`config.mk`:
```
export PLATFORM = sky130hd
export DESIGN_NAME = ddr_port0_writer_flat
export DESIGN_NICKNAME = d
export VERILOG_FILES = /design/src/rtl/ddr_port0_writer_if.sv /design/src/rtl/ddr_port0_writer.sv /design/src/flat_wrapper.sv
export SDC_FILE = /design/constraint.sdc
export NUM_CORES = 1
export LEC_CHECK = 0
export ABC_AREA = 1
export CAP_MARGIN = 20
export CORE_AREA = 2 2 163 85
export CTS_CLUSTER_DIAMETER = 150
export DETAILED_ROUTE_END_ITERATION = 8
export DIE_AREA = 0 0 165 87
export PLACE_DENSITY = 0.88
export SETUP_SLACK_MARGIN = 0.1
export SLEW_MARGIN = 10
export SYNTH_ARGS = -nofsm -noshare
export SYNTH_HDL_FRONTEND = slang
export SYNTH_SLANG_ARGS = --single-unit
```
`constraint.sdc`:
```
create_clock -name clk -period 6.01 [get_ports clk]
set_input_delay 1.202 -clock clk [delete_from_list [all_inputs] [get_ports clk]]
set_output_delay 1.202 -clock clk [all_outputs]
set_load 0.05 [all_outputs]
```
`src/rtl/ddr_port0_writer_if.sv`:
```
// Pixel-stream and MIG port-0 write/command bus for ddr_port0_writer.
// The master modport is the writer's view and the slave modport is the engine/MIG side.
interface ddr_port0_writer_if;
  logic [31:0] pix_data;
  logic        pix_valid;
  logic        pix_ready;
  logic [31:0] wr_data;
  logic [3:0]  wr_mask;
  logic        wr_en;
  logic        wr_full;
  logic [2:0]  cmd_instr;
  logic [5:0]  cmd_bl;
  logic [29:0] cmd_byte_addr;
  logic        cmd_en;
  logic        cmd_full;

  modport master (
    input  pix_data, pix_valid, wr_full, cmd_full,
    output pix_ready, wr_data, wr_mask, wr_en, cmd_instr, cmd_bl, cmd_byte_addr, cmd_en
  );

  modport slave (
    output pix_data, pix_valid, wr_full, cmd_full,
    input  pix_ready, wr_data, wr_mask, wr_en, cmd_instr, cmd_bl, cmd_byte_addr, cmd_en
  );
endinterface

```
`src/rtl/ddr_port0_writer.sv`:
```
// Packs the engine's pixel stream into MIG port-0 write bursts aimed at the back buffer
// and flips base_selector once a frame is complete. Define COLOR_MAP_EN for the colour map.
module ddr_port0_writer #(
  parameter int          BURST_LEN = 64,
  parameter logic [29:0] BUF1_BASE = 30'd5242880,
  parameter int          MAX_ITER  = 255
) (
  input  logic        clk,
  input  logic        reset,
  input  logic        mem_calib_done,
  input  logic        frame_start,
  input  logic [20:0] frame_pixels,
  ddr_port0_writer_if.master bus,
  output logic        base_selector,
  output logic        frame_done,
  output logic        busy
);

  typedef enum logic [2:0] {
    S_CAL,
    S_IDLE,
    S_FILL,
    S_SETTLE,
    S_CMD,
    S_NEXT
  } state_t;

  localparam logic [20:0] BURST_MAX = 21'(BURST_LEN);

  state_t      state;
  logic        cal_meta;
  logic        cal_sync;
  logic [20:0] frame_len;
  logic [20:0] word_idx;
  logic [20:0] burst_cnt;
  logic [20:0] fill_pos;
  logic [20:0] next_idx;
  logic [29:0] wbase;

  function automatic logic [31:0] map_pixel(input logic [31:0] c);
`ifdef COLOR_MAP_EN
    if (c == 32'(MAX_ITER))
      map_pixel = 32'h0;
    else
      map_pixel = {8'h00, c[7:0], c[6:0], 1'b0, ~c[7:0]};
`else
    map_pixel = c;
`endif
  endfunction

`ifndef COLOR_MAP_EN
  logic unused_max_iter;
  assign unused_max_iter = (MAX_ITER == 0);
`endif

  assign fill_pos = word_idx + burst_cnt;
  assign next_idx = word_idx + burst_cnt;
  assign wbase    = base_selector ? 30'd0 : BUF1_BASE;

  assign bus.wr_mask   = 4'b0000;
  assign bus.cmd_instr = 3'b000;
  assign bus.pix_ready = (state == S_FILL) && !bus.wr_full &&
                         (burst_cnt < BURST_MAX) && (fill_pos < frame_len);

  // calibration comes from the MIG's own domain, so it is double-registered first
  always_ff @(posedge clk) begin
    if (!reset) begin
      cal_meta <= 1'b0;
      cal_sync <= 1'b0;
    end else begin
      cal_meta <= mem_calib_done;
      cal_sync <= cal_meta;
    end
  end

  always_ff @(posedge clk) begin
    if (!reset) begin
      state             <= S_CAL;
      frame_len         <= '0;
      word_idx          <= '0;
      burst_cnt         <= '0;
      bus.wr_en         <= 1'b0;
      bus.wr_data       <= '0;
      bus.cmd_en        <= 1'b0;
      bus.cmd_bl        <= '0;
      bus.cmd_byte_addr <= '0;
      base_selector     <= 1'b0;
      frame_done        <= 1'b0;
      busy              <= 1'b0;
    end else begin
      bus.wr_en  <= 1'b0;
      bus.cmd_en <= 1'b0;
      frame_done <= 1'b0;
      case (state)
        S_CAL: begin
          if (cal_sync) state <= S_IDLE;
        end
        S_IDLE: begin
          if (frame_start && frame_pixels != '0) begin
            frame_len <= frame_pixels;
            word_idx  <= '0;
            burst_cnt <= '0;
            busy      <= 1'b1;
            state     <= S_FILL;
          end
        end
        S_FILL: begin
          if (burst_cnt == BURST_MAX || fill_pos == frame_len) begin
            state <= S_SETTLE;
          end else if (bus.pix_valid && bus.pix_ready) begin
            bus.wr_en   <= 1'b1;
            bus.wr_data <= map_pixel(bus.pix_data);
            burst_cnt   <= burst_cnt + 21'd1;
          end
        end
        // the last data push needs a cycle to reach the FIFO before its command
        S_SETTLE: begin
          state <= S_CMD;
        end
        S_CMD: begin
          if (!bus.cmd_full) begin
            bus.cmd_en        <= 1'b1;
            bus.cmd_bl        <= 6'(burst_cnt - 21'd1);
            bus.cmd_byte_addr <= wbase + {7'd0, word_idx, 2'b00};
            state             <= S_NEXT;
          end
        end
        S_NEXT: begin
          word_idx  <= next_idx;
          burst_cnt <= '0;
          if (next_idx == frame_len) begin
            base_selector <= ~base_selector;
            frame_done    <= 1'b1;
            busy          <= 1'b0;
            state         <= S_IDLE;
          end else begin
            state <= S_FILL;
          end
        end
        default: state <= S_CAL;
      endcase
    end
  end

endmodule

```
`src/flat_wrapper.sv`:
```
// flat-port wrapper written by rule: the top's interface ports become plain ports
module ddr_port0_writer_flat 
#(
  parameter int          BURST_LEN = 64,
  parameter logic [29:0] BUF1_BASE = 30'd5242880,
  parameter int          MAX_ITER  = 255
)
  (clk, reset, mem_calib_done, frame_start, frame_pixels, base_selector, frame_done, busy, bus_pix_data, bus_pix_valid, bus_wr_full, bus_cmd_full, bus_pix_ready, bus_wr_data, bus_wr_mask, bus_wr_en, bus_cmd_instr, bus_cmd_bl, bus_cmd_byte_addr, bus_cmd_en);
  ddr_port0_writer_if bus_i ();
  input  logic clk;
  input  logic reset;
  input  logic mem_calib_done;
  input  logic frame_start;
  input  logic [20:0] frame_pixels;
  output logic base_selector;
  output logic frame_done;
  output logic busy;
  input wire logic [$bits(bus_i.pix_data)-1:0] bus_pix_data;
  input wire logic [$bits(bus_i.pix_valid)-1:0] bus_pix_valid;
  input wire logic [$bits(bus_i.wr_full)-1:0] bus_wr_full;
  input wire logic [$bits(bus_i.cmd_full)-1:0] bus_cmd_full;
  output wire logic [$bits(bus_i.pix_ready)-1:0] bus_pix_ready;
  output wire logic [$bits(bus_i.wr_data)-1:0] bus_wr_data;
  output wire logic [$bits(bus_i.wr_mask)-1:0] bus_wr_mask;
  output wire logic [$bits(bus_i.wr_en)-1:0] bus_wr_en;
  output wire logic [$bits(bus_i.cmd_instr)-1:0] bus_cmd_instr;
  output wire logic [$bits(bus_i.cmd_bl)-1:0] bus_cmd_bl;
  output wire logic [$bits(bus_i.cmd_byte_addr)-1:0] bus_cmd_byte_addr;
  output wire logic [$bits(bus_i.cmd_en)-1:0] bus_cmd_en;
  assign bus_i.pix_data = bus_pix_data;
  assign bus_i.pix_valid = bus_pix_valid;
  assign bus_i.wr_full = bus_wr_full;
  assign bus_i.cmd_full = bus_cmd_full;
  assign bus_pix_ready = bus_i.pix_ready;
  assign bus_wr_data = bus_i.wr_data;
  assign bus_wr_mask = bus_i.wr_mask;
  assign bus_wr_en = bus_i.wr_en;
  assign bus_cmd_instr = bus_i.cmd_instr;
  assign bus_cmd_bl = bus_i.cmd_bl;
  assign bus_cmd_byte_addr = bus_i.cmd_byte_addr;
  assign bus_cmd_en = bus_i.cmd_en;
  ddr_port0_writer #(.BURST_LEN(BURST_LEN), .BUF1_BASE(BUF1_BASE), .MAX_ITER(MAX_ITER)) u_core (.clk(clk), .reset(reset), .mem_calib_done(mem_calib_done), .frame_start(frame_start), .frame_pixels(frame_pixels), .bus(bus_i), .base_selector(base_selector), .frame_done(frame_done), .busy(busy));
endmodule
```
Word-level counts from Yosys, hierarchy flattened
Cells that the tools add are included.
{ "totals": {"ff_bits": 141, "input_bits": 60, "word_cells": 79} }
{ "op_classes": {"n_bitwise": 5, "magnitude_cmp": 2, "n_mux": 18, "reduce_logical": 22, "eq_ne": 14, "addsub": 4} }
{ "ops": {"columns": ["op", "count"], "rows": [
  ["2-to-1 mux 21 bit", 3],
  ["case mux 21 bit (3 select lines)", 1],
  ["case mux 21 bit (2 select lines)", 1],
  ["adder 30 x 23 -> 30 bit", 1],
  ["2-to-1 mux 23 bit", 1],
  ["adder 21 x 1 -> 21 bit (second input constant)", 1],
  ["adder 21 bit", 1],
  ["equality test 21 bit", 1],
  ["equality test 21 x 7 -> 1 bit (second input constant)", 1],
  ["< comparator 21 bit", 1],
  ["< comparator 21 x 7 -> 1 bit (second input constant)", 1],
  ["nonzero test 21 bit", 1],
  ["case mux 3 bit (6 select lines)", 1],
  ["2-to-1 mux 3 bit", 4],
  ["AND reduction 2 bit", 6],
  ["!= test 2 bit (second input constant)", 4],
  ["AND reduction 4 bit", 2],
  ["equality test 3 x 2 -> 1 bit (second input constant)", 2],
  ["equality test 3 bit (second input constant)", 2],
  ["!= test 2 x 1 -> 1 bit (second input constant)", 3],
  ["AND reduction 3 bit", 2],
  ["subtractor 6 x 1 -> 6 bit (second input constant)", 1],
  ["logical AND 1 bit", 5],
  ["2-to-1 mux 1 bit", 5],
  ["other kinds (10)", 14]
]} }

Logic depth before layout (Yosys ltp)
{ "depth": {"ltp_word": 8, "ltp_mapped": 25} }

Least setup slack after synthesis
No wires, ideal clock.
{ "synth_path": {"path_kind": "flip-flop to output port", "startpoint": "register u_core.burst_cnt[0]", "endpoint": "output bus_pix_ready", "n_path_buf": 0, "setup_slack_ns": 1.715, "path_stages_with_launch": 19, "arrival_ns": 3.093, "path_cell_list": "dfxtp_1 > ha_1 > inv_1 > fa_1 > nand3b_1 > nand2_1 > a21boi_0 > o21ai_0 > nand3_1 > nand2_1 > nand2_1 > and2_1 > ha_1 > nand2_1 > inv_1 > nand2_1 > a21oi_1 > nor2_1 > and3_1"} }
{ "synth_via": {"elab_chain_len": 3, "elab_cells_between_ends": 5} }
{ "synth_lines": {"columns": ["element", "line_no", "source"], "rows": [
  ["start: declaration", "ddr_port0_writer.sv:35", "logic [20:0] burst_cnt;"],
  ["start signal: assignment", "ddr_port0_writer.sv:113", "burst_cnt <= burst_cnt + 21'd1;"],
  ["adder 21 bit or < comparator 21 x 7 -> 1 bit (tied branches)", "ddr_port0_writer.sv:56, ddr_port0_writer.sv:63", null],
  ["< comparator 21 bit or logical AND 1 bit (tied branches)", "ddr_port0_writer.sv:63, ddr_port0_writer.sv:62", null],
  ["logical AND 1 bit (*)", "ddr_port0_writer.sv:63", "(burst_cnt < BURST_MAX) && (fill_pos < frame_len);"],
  ["end: declaration", "flat_wrapper.sv:22", "output wire logic [$bits(bus_i.pix_ready)-1:0] bus_pix_ready;"]
]} }
Mark *: on every way between the ends. The rest lies on a longest branch, timed or not.

Worst setup path after layout
Ends and elaborated chain as after synthesis.

==> results.tsv <==
stage	metric	value	unit
die	die_area	0.0144	sq mm
logic_synthesis	synth_edf_count	0	
finish	final_cell_area	0.00895	sq mm
setup_path	timing.rr.start	u_core.burst_cnt[0]	
place	place_area	0.00839	sq mm
logic_synthesis	synth_top_family_by_area	simple AND/OR/NAND/NOR gates	
detailed_routing	vias	6991	
place	dp_cells	1313	
setup_path	required	4.81	ns
finish	area_growth	26.1	%
clocking	clock_sinks	133	
sta	slew_violations	0	
clocking	cts.clk_slew.worst_paths	0.06	ns
die	fp.dieH	87	microns
finish	final_cell_mix	222 x nand2_1, 172 x nor2_1, 139 x inv_1	
finish	layout_commonest_cell	nand2_1	
sta	fmax	188	MHz
sta	rsz0062_at_grt	false	
die	die_w	165	microns
clocking	tritoncts	built	
pwr	seq_power_share	0.367	
setup_path	crit_type	register to output port	
sta	fin_crit_sh	0.887	
finish	final_nets	1263	
global_route	grt_pass1_wl	31800	microns
global_route	grt_max_degree	95	
global_route	grt_pass1_vias	6159	
run_status	outcome	complete, no violations	
logic_synthesis	synth-xor-area-share	0.0148	
logic_synthesis	synth_cells	1042	
finish	diodes	0	
finish	multi_input_area	0.00370	sq mm
logic_synthesis	synth_seq_cells	133	
logic_synthesis	ys_types	39	
logic_synthesis	synth_simple_gate_area_frac	0.296	
die	start_util	0.542	
clocking	ctsHoldBuffers	0	
pwr	cellPowerDensity	306	mW/mm^2
place	port_buffers	125	
sta	relSlewSlack	0.398	
logic_synthesis	ys_seq_area_frac	0.375	
detailed_routing	wl_per_cell	15.4	microns
sta	worst_slew_pin_slew	0.902	ns
detailed_routing	first_pass_iters	6	
detailed_routing	drtIter0Drc	766	
logic_synthesis	ys.flop_type	dfxtp_1	
setup_path	crit_fanout	6	
clocking	clk_path_buf_depth	2	
finish	drive_gt1_frac	0.0547	
setup_path	end_kind	output port	
logic_synthesis	synthArstFlopShare	0	
place	dp.final_hpwl	15400	microns
pwr	peakVddDrop	195	uV
detailed_routing	ant_nets	0	
hold_path	worstHoldPathType	register to register	
pwr	p_clk_frac	0.362	
flow_run	max_cap_violations	0	
pwr	internal_power	1.74	mW
sta	setup_viol	0	
clocking	clkLatencyLatePin	0.43	ns
clocking	postCtsResizedCells	0	
logic_synthesis	syn-cell-area	0.00710	sq mm
hold_path	holdCritStartpoint	u_core.cal_meta	
logic_synthesis	synth-compound-area-share	0.117	
die	core	0.0131	sq mm
detailed_routing	wl	20700	microns
finish	ff_latch_area	0.00266	sq mm
detailed_routing	viasPerCell	5.20	
logic_synthesis	yosys_warnings	0	
detailed_routing	drc	0	
clocking	post_cts_buffers	0	
pwr	power	2.74	mW
global_route	gr-total-overflow	0	
clocking	htreeDepth	4	
pwr	p_sw_frac	0.366	
setup_path	arrival	4.13	ns
clocking	numCtsBuffers	17	
finish	layoutNonFillerInstCount	1345	
die	rows	30	
logic_synthesis	synth_adder_area_share	0.0838	
pwr	net-switching-power	1.00	mW
setup_path	start_kind	register	
clocking	cts-root-buf	clkbuf_16	
setup_path	startpoint	u_core.burst_cnt[0]	
global_route	track_usage	0.291	
die	io_pins	141	
sta	hold_violations	0	
finish	fillers	1089	
sta	skew	0.0116	ns
sta	min_period	5.33	ns
finish	utilization	0.684	
pwr	pwr-share-comb	0.271	
sta	fin_setup_tns	0	ns
global_route	antenna_found_initial	0	
logic_synthesis	synthMuxAreaShare	0	
pwr	leakage	4.24	nW
place	place_congestion	1.01	
logic_synthesis	syn_area_per_cell	6.82	sq um
==> sequential cells by signal, indices dropped and copies added (netlist names) <==
| name | count |
|---|---|
| u_core.cal_sync | 1 |
| u_core.state | 3 |
| u_core.bus.cmd_en | 1 |
| u_core.busy | 1 |
| u_core.bus.wr_data | 32 |
| u_core.frame_len | 21 |
| u_core.frame_done | 1 |
| u_core.base_selector | 1 |
| u_core.bus.wr_en | 1 |
| u_core.burst_cnt | 21 |
| u_core.bus.cmd_bl | 6 |
| u_core.cal_meta | 1 |
| u_core.word_idx | 21 |
| u_core.bus.cmd_byte_addr | 22 |
==> layer usage <==
| layer | vias up | wire, microns | GRT usage |
|---|---|---|---|
| li1 | 3486 | - | - |
| met1 | 3142 | 10400 | 0.458 |
| met2 | 344 | 7360 | 0.365 |
| met3 | 19 | 2740 | 0.108 |
| met4 | 0 | 148 | 0.0640 |
| met5 | - | 0 | 0 |
==> power by group through the flow <==
stage | clock network, mW | registers, mW | logic [mW]
CTS | 0.998 | 1.01 | 0.722
floorplan | 0 | 1.03 | 0.506
global placement | 0 | 1.02 | 0.699
finish | 0.993 | 1.01 | 0.743
global route | 1.04 | 1.01 | 0.829
detailed placement | 0 | 1.02 | 0.707
==> critical path, cell delays in order (launching register included) <==
cell	delay, ns
dfxtp_1	0.44
ha_1	0.20
inv_1	0.06
fa_1	0.41
nand3b_1	0.17
nand2_1	0.14
a21boi_0	0.15
o21ai_0	0.27
nand3_1	0.14
nand2_1	0.08
nand2_1	0.06
and2_1	0.15
ha_1	0.29
nand2_1	0.05
inv_1	0.07
nand3_1	0.08
nor2_1	0.19
nand3_1	0.18
and3_1	0.25
dlymetal6s2s_1	0.31
==> final cells by class <==
class                   count  share of cell area
inverters                 140              0.0587
well taps                 176              0.0246
clock inverters            15              0.0155
clock buffers              17              0.0475
flip-flops and latches    133               0.297
repair buffers            130               0.144
multi-input cells         734               0.413
==> synth_stat cells, drive strengths merged, types with 2 or more instances <==
master | n | share of area
nand3 | 53 | 0.038
nor2 | 176 | 0.095
clkbuf | 22 | 0.012
dfxtp | 133 | 0.37
nor3 | 6 | 0.0042
buf | 27 | 0.027
and2 | 11 | 0.0097
a21oi | 67 | 0.047
ha | 46 | 0.081
nand3b | 5 | 0.0053
xor2 | 5 | 0.0062
o211ai | 3 | 0.0032
o21ai | 69 | 0.049
o22ai | 3 | 0.0026
a31oi | 3 | 0.0026
o21a | 3 | 0.0032
inv | 140 | 0.074
a21boi | 2 | 0.0021
or2 | 5 | 0.0044
nand4 | 8 | 0.0070
o21bai | 3 | 0.0032
nand2 | 237 | 0.13
xnor2 | 7 | 0.0086
==> cell families (layout without fill, tap and decap cells) <==
group | count (synthesis) | count (layout)
AND/OR/NAND/NOR | 503 | 503
XOR/XNOR | 12 | 12
AO/OA/AOI/OAI | 157 | 157
adder cells (fa/ha/maj) | 47 | 47
other | 1 | 15
flip-flops | 133 | 133
buffers and inverters | 189 | 302
==> worst paths after layout <==
kind	end	slack [ns]	cells after the start
worst max-delay path	bus_pix_ready	0.68	19
worst min-delay path	u_core.cal_sync	0.42	2
worst max register to register	u_core.bus.wr_data[18]	1.65	24
worst min register to register	u_core.cal_sync	0.42	2
==> metrics by stage <==
stage | hold WS [ns] | setup slack [ns]
2_1_floorplan | 0.390 | 1.72
3_3_place_gp | 0.396 | 0.969
3_5_place_dp | 0.405 | 0.893
4_1_cts | 0.418 | 0.342
5_1_grt | 0.450 | 0.442
6_report | 0.416 | 0.680
Note: power is estimated with default switching activity, not from simulation.
